==> src/rtl/seq_pkg.sv <==
// Shared types and constants for the multi-cycle instruction sequencer:
// state encoding, RV32I opcode classes and trap cause codes.
package seq_pkg;

    typedef enum logic [2:0] {
        FETCH  = 3'd0,
        DECODE = 3'd1,
        EXEC   = 3'd2,
        MEM    = 3'd3,
        WB     = 3'd4,
        TRAP   = 3'd5
    } seq_state_t;

    typedef enum logic [1:0] {
        CAUSE_NONE    = 2'b00,
        CAUSE_IMEM_TO = 2'b01,
        CAUSE_DMEM_TO = 2'b10,
        CAUSE_ILLEGAL = 2'b11
    } trap_cause_t;

    localparam logic [6:0] OP_LOAD   = 7'b0000011;
    localparam logic [6:0] OP_STORE  = 7'b0100011;
    localparam logic [6:0] OP_ALUI   = 7'b0010011;
    localparam logic [6:0] OP_ALUR   = 7'b0110011;
    localparam logic [6:0] OP_BRANCH = 7'b1100011;
    localparam logic [6:0] OP_JAL    = 7'b1101111;
    localparam logic [6:0] OP_JALR   = 7'b1100111;
    localparam logic [6:0] OP_LUI    = 7'b0110111;
    localparam logic [6:0] OP_AUIPC  = 7'b0010111;

    localparam logic [31:0] NOP_INSTR = 32'h0000_0013;

    function automatic logic is_legal_opcode(input logic [6:0] op);
        case (op)
            OP_LOAD, OP_STORE, OP_ALUI, OP_ALUR, OP_BRANCH,
            OP_JAL, OP_JALR, OP_LUI, OP_AUIPC: return 1'b1;
            default:                           return 1'b0;
        endcase
    endfunction

endpackage

==> src/rtl/wait_timer.sv <==
// Memory-ready wait counter shared by the FETCH and MEM phases; flags the
// cycle in which the wait limit is reached with the request still unanswered.
module wait_timer #(
    parameter int unsigned MEM_TIMEOUT = 255
) (
    input  logic clk,
    input  logic rst,
    input  logic clr,
    input  logic en,
    output logic expired
);

    localparam int unsigned W = (MEM_TIMEOUT < 2) ? 1 : $clog2(MEM_TIMEOUT);
    localparam logic [W-1:0] LIMIT = (MEM_TIMEOUT == 0) ? '0 : W'(MEM_TIMEOUT - 1);

    logic [W-1:0] r_cnt;

    always_ff @(posedge clk) begin
        if (rst || clr) begin
            r_cnt <= '0;
        end else if (en) begin
            r_cnt <= r_cnt + 1'b1;
        end
    end

    // Fires on the cycle that would bring the count to MEM_TIMEOUT; a ready in
    // that same cycle drops en and therefore wins.
    assign expired = (MEM_TIMEOUT != 0) && en && (r_cnt == LIMIT);

endmodule

==> src/rtl/instr_sequencer.sv <==
// Multi-cycle FETCH/DECODE/EXEC/MEM/WB sequencer: owns the instruction
// register, gates PC/regfile/dmem updates and tracks cycle/retire counts.
module instr_sequencer
    import seq_pkg::*;
#(
    parameter int unsigned MEM_TIMEOUT = 255,
    parameter int unsigned CNT_W       = 32
) (
    input  logic             clk,
    input  logic             rst,
    input  logic             run,
    output logic             imem_req,
    input  logic             imem_ready,
    input  logic [31:0]      imem_rdata,
    output logic [31:0]      ir,
    output logic             dmem_req,
    output logic             dmem_we,
    input  logic             dmem_ready,
    output logic             pc_we,
    output logic             reg_we,
    output logic [2:0]       state,
    output logic             trapped,
    output logic [1:0]       trap_cause,
    output logic [CNT_W-1:0] cycle_cnt,
    output logic [CNT_W-1:0] instret_cnt
);

    seq_state_t       r_state;
    trap_cause_t      r_cause;
    logic [31:0]      r_ir;
    logic             r_fetch_pend;
    logic [CNT_W-1:0] r_cycle_cnt;
    logic [CNT_W-1:0] r_instret_cnt;

    logic             w_imem_req;
    logic             w_dmem_req;
    logic             w_is_store;
    logic             w_is_mem;
    logic             w_no_rd;
    logic             w_wait_clr;
    logic             w_wait_en;
    logic             w_expired;

    assign w_is_store = (r_ir[6:0] == OP_STORE);
    assign w_is_mem   = (r_ir[6:0] == OP_LOAD) || w_is_store;
    assign w_no_rd    = w_is_store || (r_ir[6:0] == OP_BRANCH);

    // Once a fetch is issued it is held regardless of run until ready.
    assign w_imem_req = (r_state == FETCH) && (run || r_fetch_pend);
    assign w_dmem_req = (r_state == MEM);

    assign w_wait_clr = (r_state != FETCH) && (r_state != MEM);
    assign w_wait_en  = (w_imem_req && !imem_ready) || (w_dmem_req && !dmem_ready);

    wait_timer #(
        .MEM_TIMEOUT(MEM_TIMEOUT)
    ) u_wait_timer (
        .clk     (clk),
        .rst     (rst),
        .clr     (w_wait_clr),
        .en      (w_wait_en),
        .expired (w_expired)
    );

    always_ff @(posedge clk) begin
        if (rst) begin
            r_state       <= FETCH;
            r_cause       <= CAUSE_NONE;
            r_ir          <= NOP_INSTR;
            r_fetch_pend  <= 1'b0;
            r_cycle_cnt   <= '0;
            r_instret_cnt <= '0;
        end else begin
            if (r_state != TRAP) begin
                r_cycle_cnt <= r_cycle_cnt + 1'b1;
            end
            unique case (r_state)
                FETCH: begin
                    if (w_imem_req) begin
                        if (imem_ready) begin
                            r_ir         <= imem_rdata;
                            r_fetch_pend <= 1'b0;
                            r_state      <= DECODE;
                        end else if (w_expired) begin
                            r_fetch_pend <= 1'b0;
                            r_cause      <= CAUSE_IMEM_TO;
                            r_state      <= TRAP;
                        end else begin
                            r_fetch_pend <= 1'b1;
                        end
                    end
                end
                DECODE: begin
                    if (is_legal_opcode(r_ir[6:0])) begin
                        r_state <= EXEC;
                    end else begin
                        r_cause <= CAUSE_ILLEGAL;
                        r_state <= TRAP;
                    end
                end
                EXEC: begin
                    r_state <= w_is_mem ? MEM : WB;
                end
                MEM: begin
                    if (dmem_ready) begin
                        r_state <= WB;
                    end else if (w_expired) begin
                        r_cause <= CAUSE_DMEM_TO;
                        r_state <= TRAP;
                    end
                end
                WB: begin
                    r_instret_cnt <= r_instret_cnt + 1'b1;
                    r_state       <= FETCH;
                end
                TRAP: begin
                    r_state <= TRAP;
                end
                default: begin
                    r_state <= FETCH;
                end
            endcase
        end
    end

    assign imem_req    = w_imem_req;
    assign dmem_req    = w_dmem_req;
    assign dmem_we     = w_dmem_req && w_is_store;
    assign pc_we       = (r_state == WB);
    assign reg_we      = (r_state == WB) && !w_no_rd;
    assign ir          = r_ir;
    assign state       = r_state;
    assign trapped     = (r_state == TRAP);
    assign trap_cause  = r_cause;
    assign cycle_cnt   = r_cycle_cnt;
    assign instret_cnt = r_instret_cnt;

endmodule

==> config.mk <==
export PLATFORM = sky130hd
export DESIGN_NAME = instr_sequencer
export DESIGN_NICKNAME = d
export VERILOG_FILES = /design/src/rtl/seq_pkg.sv /design/src/rtl/wait_timer.sv /design/src/rtl/instr_sequencer.sv
export SDC_FILE = /design/constraint.sdc
export NUM_CORES = 1
export LEC_CHECK = 0
export CAP_MARGIN = 5
export CORE_MARGIN = 2
export CORE_UTILIZATION = 47
export CTS_CLUSTER_SIZE = 12
export DETAILED_ROUTE_END_ITERATION = 16
export GPL_ROUTABILITY_DRIVEN = 0
export PLACE_DENSITY = 0.84
export SLEW_MARGIN = 40
export SYNTH_ARGS = -nofsm -noshare
export SYNTH_HDL_FRONTEND = slang
export SYNTH_HIERARCHICAL = 1
export SYNTH_SLANG_ARGS = --single-unit
==> constraint.sdc <==
create_clock -name clk -period 2.96 [get_ports clk]
set_input_delay 0.888 -clock clk [delete_from_list [all_inputs] [get_ports clk]]
set_output_delay 0.888 -clock clk [all_outputs]
set_load 0.005 [all_outputs]
==> results of run 1 <==
final timing paths:
| check | endpoint | startpoint | cells after the start | slack (ns) |
|---|---|---|---|---|
| setup / recovery | imem_req | run | 5 | 0.07 |
| hold / removal | ir[11]$_SDFFE_PP0P_ | ir[11]$_SDFFE_PP0P_ | 2 | 0.46 |
| setup reg to reg | trap_cause[0]$_SDFFE_PP0P_ | state[0]$_SDFFE_PP0N_ | 12 | 0.37 |
| hold reg to reg | ir[11]$_SDFFE_PP0P_ | ir[11]$_SDFFE_PP0P_ | 2 | 0.46 |
metrics by stage:
| step | setup TNS (ns) | util |
|---|---|---|
| floorplan | 0 | - |
| global placement | -0.110 | 0.634 |
| detailed placement | -0.169 | 0.634 |
| CTS | 0 | 0.652 |
| global route | 0 | 0.653 |
| finish | 0 | 0.653 |
power by group through the flow:
stage	combinational, mW	clock (mW)	sequential [mW]
global route	0.398	0.953	1.57
floorplan	0.166	0	1.60
global placement	0.352	0	1.60
detailed placement	0.360	0	1.60
CTS	0.361	0.899	1.57
finish	0.360	0.875	1.57
layout make-up:
cell class	count	area [um^2]
multi-input combinational	436	2460
timing repair buffer	156	1540
inverter	22	82.6
fill	841	3540
clock buffer	10	138
clock inverter	6	52.6
tap	136	170
sequential	110	2200
layout by cell type, fill, tap and decap left out, types with 4 or more instances in the layout:
master,count
and3_1,6
ha_1,4
nor2_1,75
or3_1,11
and2_1,6
o21ai_0,14
xor2_1,23
xnor2_1,35
nor3_1,19
dfxtp_1,108
nor4_1,16
nand2_1,95
clkbuf_8,10
buf_4,12
a21oi_1,44
inv_1,22
and4_1,9
nand4_1,18
clkdlybuf4s50_1,141
nand3_1,22
cells by family after synthesis:
kind of cell    share of synthesized area
simple gates                        0.299
flops                               0.452
compound gates                     0.0847
xor+xnor                            0.104
buf+inv                            0.0431
fa+ha+maj                          0.0103
mux                               0.00667
cell usage after synthesis, drive strengths merged, types with 4 or more instances:
cell and n:
and3 6, xnor2 35, nand3 22, and4 9
dfxtp 110, buf 6, or3 11, and2 7
nand4 22, nor4 16, nor3 19, inv 22
nand2 96, clkbuf 24, nor2 75, o21ai 14
xor2 23, a21oi 44, ha 4
state kept, by name, summed over array words and instances (netlist names):
signal	flops
u_wait_timer/r_cnt	8
cycle_cnt	32
ir	32
state	3
r_fetch_pend	1
trap_cause	2
instret_cnt	32
worst max-delay path: stages:
cell	delay, ns
clkdlybuf4s50_1	0.41
or2_2	0.30
nand2_2	0.09
inv_1	0.05
dlygate4sd2_1	0.27
per-layer routing:
metal	track usage	share of wire
met1	0.252	0.42
met2	0.380	0.50
met3	0.0618	0.074
met4	0.0611	0.013
met5	0	0
timing repair:
action | CTS | global route
pin swaps | 0 | 0
endpoints found under the setup margin | 1 | 3
gates resized for setup | 1 | 3
hold buffers | 0 | 0
gates cloned | 0 | 0
==> metrics.md, run 1 <==
| Metric | Value |
|---|---|
| Type of origin of the critical path | input pin |
| Sequential power share | 0.559 |
| CTS clk-pin slew, worst paths | 0.10 ns |
| Worst Tran Pin Value | 0.733 ns |
| Core Area | 10200 um^2 |
| Register area share after synthesis | 0.452 |
| Max Slew Vio Count | 0 |
| N_diodes | 0 |
| Clk pwr share | 0.312 |
| Synth top area cells | dfxtp_1, nand2_1, xnor2_1 |
| FP Rows | 37 |
| Synth async-reset ratio | 0 |
| Min Tclk post-route | 2.89 ns |
| Top cell type's share of synthesized area | 0.452 |
| First-pass GRT wire length | 20.1 mm |
| Worst vdd ir | 0.304 mV |
| Overflow after GRT | 0 |
| Detailed placer's ending HPWL | 8.69 mm |
| Int Power | 2.07 mW |
| CP Max Fanout | 2 |
| H-tree depth | 3 |
| Final non-filler cell total | 876 |
| Final number of hold-violating endpoints | 0 |
| Critical Path End Type | primary output |
| Wirelength, routed | 12.0 mm |
| Setup CP Type | input pin to primary output |
| Initial drt markers | 150 |
| Area growth, synth to finish | 36.4% |
| Sw Pwr | 0.735 mW |
| DRT Pass-1 Iters | 5 |
| Initial antenna violation count | 0 |
| Max Clock Freq | 0.346 GHz |
| Critical Path RT | 2.07 ns |
| Final WS setup | 0.0717 ns |
| Clock skew | 0.0178 ns |
| Final ANT Viol Nets | 0 |
| WP data arrival | 2.00 ns |
| Placed inst area | 6450 um^2 |
| Final nets | 776 |
| Synthesized flop and latch total | 110 |
| Setup Fix Bufs, Post-CTS | 0 |
| Initial Utilization | 0.479 |
| DRC Markers | 0 |
| Slew HR | 0.510 |
| Die height | 106 um |
| Clock tree buffer depth | 2 |
| Cell Area, Synth | 4870 um^2 |
| Finish-stage setup viols | 0 |
| Unrepaired setup endpoints after global routing | no |
| Area leader, netlist | dfxtp_1 |
| Post-synth EDFFs | 0 |
| Skew-Pair Late Insertion Delay | 0.37 ns |
| Max cap viols | 0 |
| Layout cells sized above 1 | 0.0581 |
| Die area | 11200 um^2 |
| Total CTS buffers | 9 |
| Main synth FF type | dfxtp_1 |
| WL/cell | 13.7 um |
| Via/cell ratio | 5.26 |
| CTS tree | done |
| Dpl ws | -0.124 ns |
| Root cell of the clock tree | clkbuf_8 |
| Period utilization | 0.976 |
| Logic gate share of total power | 0.128 |
| Final Power | 2.80 mW |
| Post-Place Cells | 860 |
| Largest net degree at the start of global routing | 36 |
| IO Count | 144 |
| Clk sink count | 110 |
| GRT Overall Usage | 0.215 |
| Post-Syn Instances | 598 |
| Total number of vias | 4607 |
| Syn Nets | 639 |
| Count of input and output buffers | 143 |
| Min-delay worst type | flop to flop |
| Sw Share | 0.262 |
| Vias in the first global route | 4431 |
| Hold WS | 0.461 ns |
| Power Density | 421 nW/um^2 |
| Die width | 106 um |
| Distinct cell type count after synthesis | 44 |
| Status | finished clean |
| Final non-filler cell area | 6650 um^2 |
| YS warnings | 6 |
| Pleak | 2.29 nW |
| Syn Area/Cell | 8.15 um^2 |
Note: power is estimated with default switching activity, not from simulation.
==> run 2: changes to the inputs <==
CORE_UTILIZATION = 43   (was 47)
PLACE_DENSITY = 0.81   (was 0.84)
clock period = 2.4 ns   (was 2.96 ns; I/O delays follow)
==> run 2 against run 1 <==
Against the previous run:
- hold slack got worse by 0.0056 ns
- sequential share of layout area decreased by 0.95 points
- setup slack about the same
- non-clock buffer count increased by 14
- global-route usage decreased by 0.56 points
- combinational power increased by 29%
- register-to-register slack got worse by 0.07 ns
- sequential cell count unchanged
- critical path depth decreased by 2
- highest routed layer unchanged
==> metrics.md, run 2 (synthesis results as in run 1) <==
| Metric | Value |
|---|---|
| Setup CP Type | flop to primary output |
| Max cap viols | 0 (unchanged) |
| Setup TNS | 0 ns (unchanged) |
| WL/cell | 13.9 um (+1.7%) |
| Initial drt markers | 214 (+43%) |
| Post-Place Cells | 877 (+2.0%) |
| Initial antenna violation count | 0 (unchanged) |
| RR Startpoint | state[0]$_SDFFE_PP0N_ |
| Detailed placer's ending HPWL | 9.01 mm (+3.7%) |
| CTS clk-pin slew, worst paths | 0.07 ns (-0.03 ns) |
| Slew HR | 0.530 (+0.0202) |
| Final non-filler cell total | 894 (+2.1%) |
| DRT Pass-1 Iters | 4 (-1) |
| Vias in the first global route | 4623 (+4.3%) |
| Overflow after GRT | 0 (unchanged) |
| Worst vdd ir | 0.552 mV (+82%) |
| CTS tree | done |
| Largest net degree at the start of global routing | 38 (+5.6%) |
| Layout cells sized above 1 | 0.0809 (+0.0228) |
| Worst Tran Pin Value | 0.695 ns (-0.0373 ns) |
| Commonest non-fill, non-tap cell in the layout | clkdlybuf4s50_1 |
| Unrepaired setup endpoints after global routing | no |
| Final nets | 790 (+1.8%) |
| Critical path's slowest cell | clkdlybuf4s50_1 |
| CP cell instances | nor3b_4 > buf_6 > clkdlybuf4s50_1 |
| R2r setup slk | 0.30 ns (-0.07 ns) |
| WP data arrival | 1.61 ns (-0.39 ns) |
| Die width | 110 um (+4.4%) |
| Finish-stage setup viols | 0 (unchanged) |
| Period utilization | 0.970 |
| H-tree depth | 3 (unchanged) |
| First-pass GRT wire length | 21.6 mm (+7.4%) |
| Die height | 110 um (+4.4%) |
| IO Count | 144 (unchanged) |
| N_diodes | 0 (unchanged) |
| Total number of vias | 4730 (+2.7%) |
| Dpl ws | -0.340 ns (-0.216 ns) |
| Final number of hold-violating endpoints | 0 (unchanged) |
| Hold-fix buffers, CTS | 0 (unchanged) |
| Critical Path End | pc_we |
| Clock tree buffer depth | 2 (unchanged) |
| Worst Setup SP | state[2]$_SDFFE_PP0N_ |
| Initial Utilization | 0.446 (-0.0328) |
| Core Area | 10900 um^2 (+7.4%) |
| Clock skew | 0.00747 ns (-0.0103 ns) |
| Die area | 12200 um^2 (+8.9%) |
| Skew-Pair Late Insertion Delay | 0.35 ns (-0.02 ns) |
| Max Slew Vio Count | 0 (unchanged) |
| Hold WS | 0.456 ns (-0.00557 ns) |
| DRC Markers | 0 (unchanged) |
| Root cell of the clock tree | clkbuf_16 |
| Min-delay worst type | flop to flop |
| Total CTS buffers | 9 (unchanged) |
| CP Max Fanout | 8 (+6) |
| Power Density | 547 nW/um^2 (+30%) |
| Min Tclk post-route | 2.33 ns |
| Pleak | 2.42 nW (+5.4%) |
| Worst R2R Path Depth | 10 (-2) |
| Via/cell ratio | 5.29 (+0.60%) |
| Type of origin of the critical path | flop |
| Critical Path End Type | primary output |
| Wirelength, routed | 12.5 mm (+3.8%) |
| Count of input and output buffers | 143 (unchanged) |
| FP Rows | 38 (+2.7%) |
| Final ANT Viol Nets | 0 (unchanged) |
| Clk sink count | 110 (unchanged) |
| Commonest non-fill, non-tap cells in the layout | clkdlybuf4s50_1, dfxtp_1, nand2_1, nor2_1, a21oi_1 |
| Max Clock Freq | 0.430 GHz |
| GRT Overall Usage | 0.209 (-0.00563) |
| Worst R2R End | trap_cause[0]$_SDFFE_PP0P_ |
| Status | finished clean |
| Critical Path RT | 1.68 ns (-0.39 ns) |
| Area growth, synth to finish | 40.8% |
| Peak per-stage delay on the critical path | 0.50 ns (+0.09 ns) |
| Final WS setup | 0.0722 ns (+0.000423 ns) |
run 2: cell count changes in the layout (fill, tap and decap cells not counted), moves of 2 or more:
cell	before	now
clkinv_2	1	5
dlygate4sd2_1	1	4
buf_4	12	24
clkbuf_16	0	9
inv_8	2	0
clkdlybuf4s50_1	141	138
clkbuf_8	10	0
dfxtp_4	0	2
run 2: per-stage QoR:
stage / cell area [um^2] / utilization / power (mW)
floorplan: 4870 / - / 2.17
global placement: 6570 / 0.601 / 2.42
detailed placement: 6570 / 0.601 / 2.43
CTS: 6850 / 0.627 / 3.80
global route: 6860 / 0.627 / 3.93
finish: 6860 / 0.627 / 3.75
run 2: how the worst min path moves through the flow:
stage	start	endpoint	slack [ns]	depth (start not counted)
after floorplan	ir[10]$_SDFFE_PP0P_	ir[10]$_SDFFE_PP0P_	0.45	2
after CTS	ir[27]$_SDFFE_PP0P_	ir[27]$_SDFFE_PP0P_	0.46	2
after global placement	ir[30]$_SDFFE_PP0P_	ir[30]$_SDFFE_PP0P_	0.44	2
after global routing	ir[27]$_SDFFE_PP0P_	ir[27]$_SDFFE_PP0P_	0.47	2
final	ir[8]$_SDFFE_PP0P_	ir[8]$_SDFFE_PP0P_	0.46	2
after detailed placement	ir[27]$_SDFFE_PP0P_	ir[27]$_SDFFE_PP0P_	0.45	2
run 2: final cells by class:
type                    count  area [um^2]
fillers                   922         4070
multi-input cells         436         2470
flip-flops and latches    110         2210
repair buffers            170         1650
clock buffers               9          225
well taps                 140          175
inverters                  22         82.6
clock inverters             7         41.3
run 2: power breakdown:
part | leakage [nW] | switching, mW | internal [mW] | total [mW]
sequential | 0.893 | 0.0481 | 1.88 | 1.93
combinational | 1.39 | 0.210 | 0.254 | 0.463
clock | 0.135 | 0.666 | 0.696 | 1.36
run 2: layer usage:
layer | part of all wire | wire length (um) | global-route usage | vias to the layer above
li1 | - | - | - | 2325
met1 | 0.41 | 5100 | 0.234 | 2239
met2 | 0.50 | 6210 | 0.366 | 150
met3 | 0.075 | 937 | 0.0845 | 16
met4 | 0.016 | 200 | 0.0575 | 0
met5 | 0 | 0 | 0 | -
run 2: repair_timing:
item                                    CTS  global route
gates resized for setup                  14             1
endpoints found under the setup margin    5             1
buffers inserted                          0             1
gates cloned                              0             0
run 2: worst max-delay path: cells and delay by family, from the launching register on:
kind                   cells  cell delay, ns
buffers and inverters      2            0.66
DFF                        1            0.38
and+or+nand+nor            1            0.21
==> run 3: changes to the inputs <==
SLEW_MARGIN = 10   (was 40)
==> results of run 3 <==
The final DEF is identical to that of run 2; final timing and power are the same.
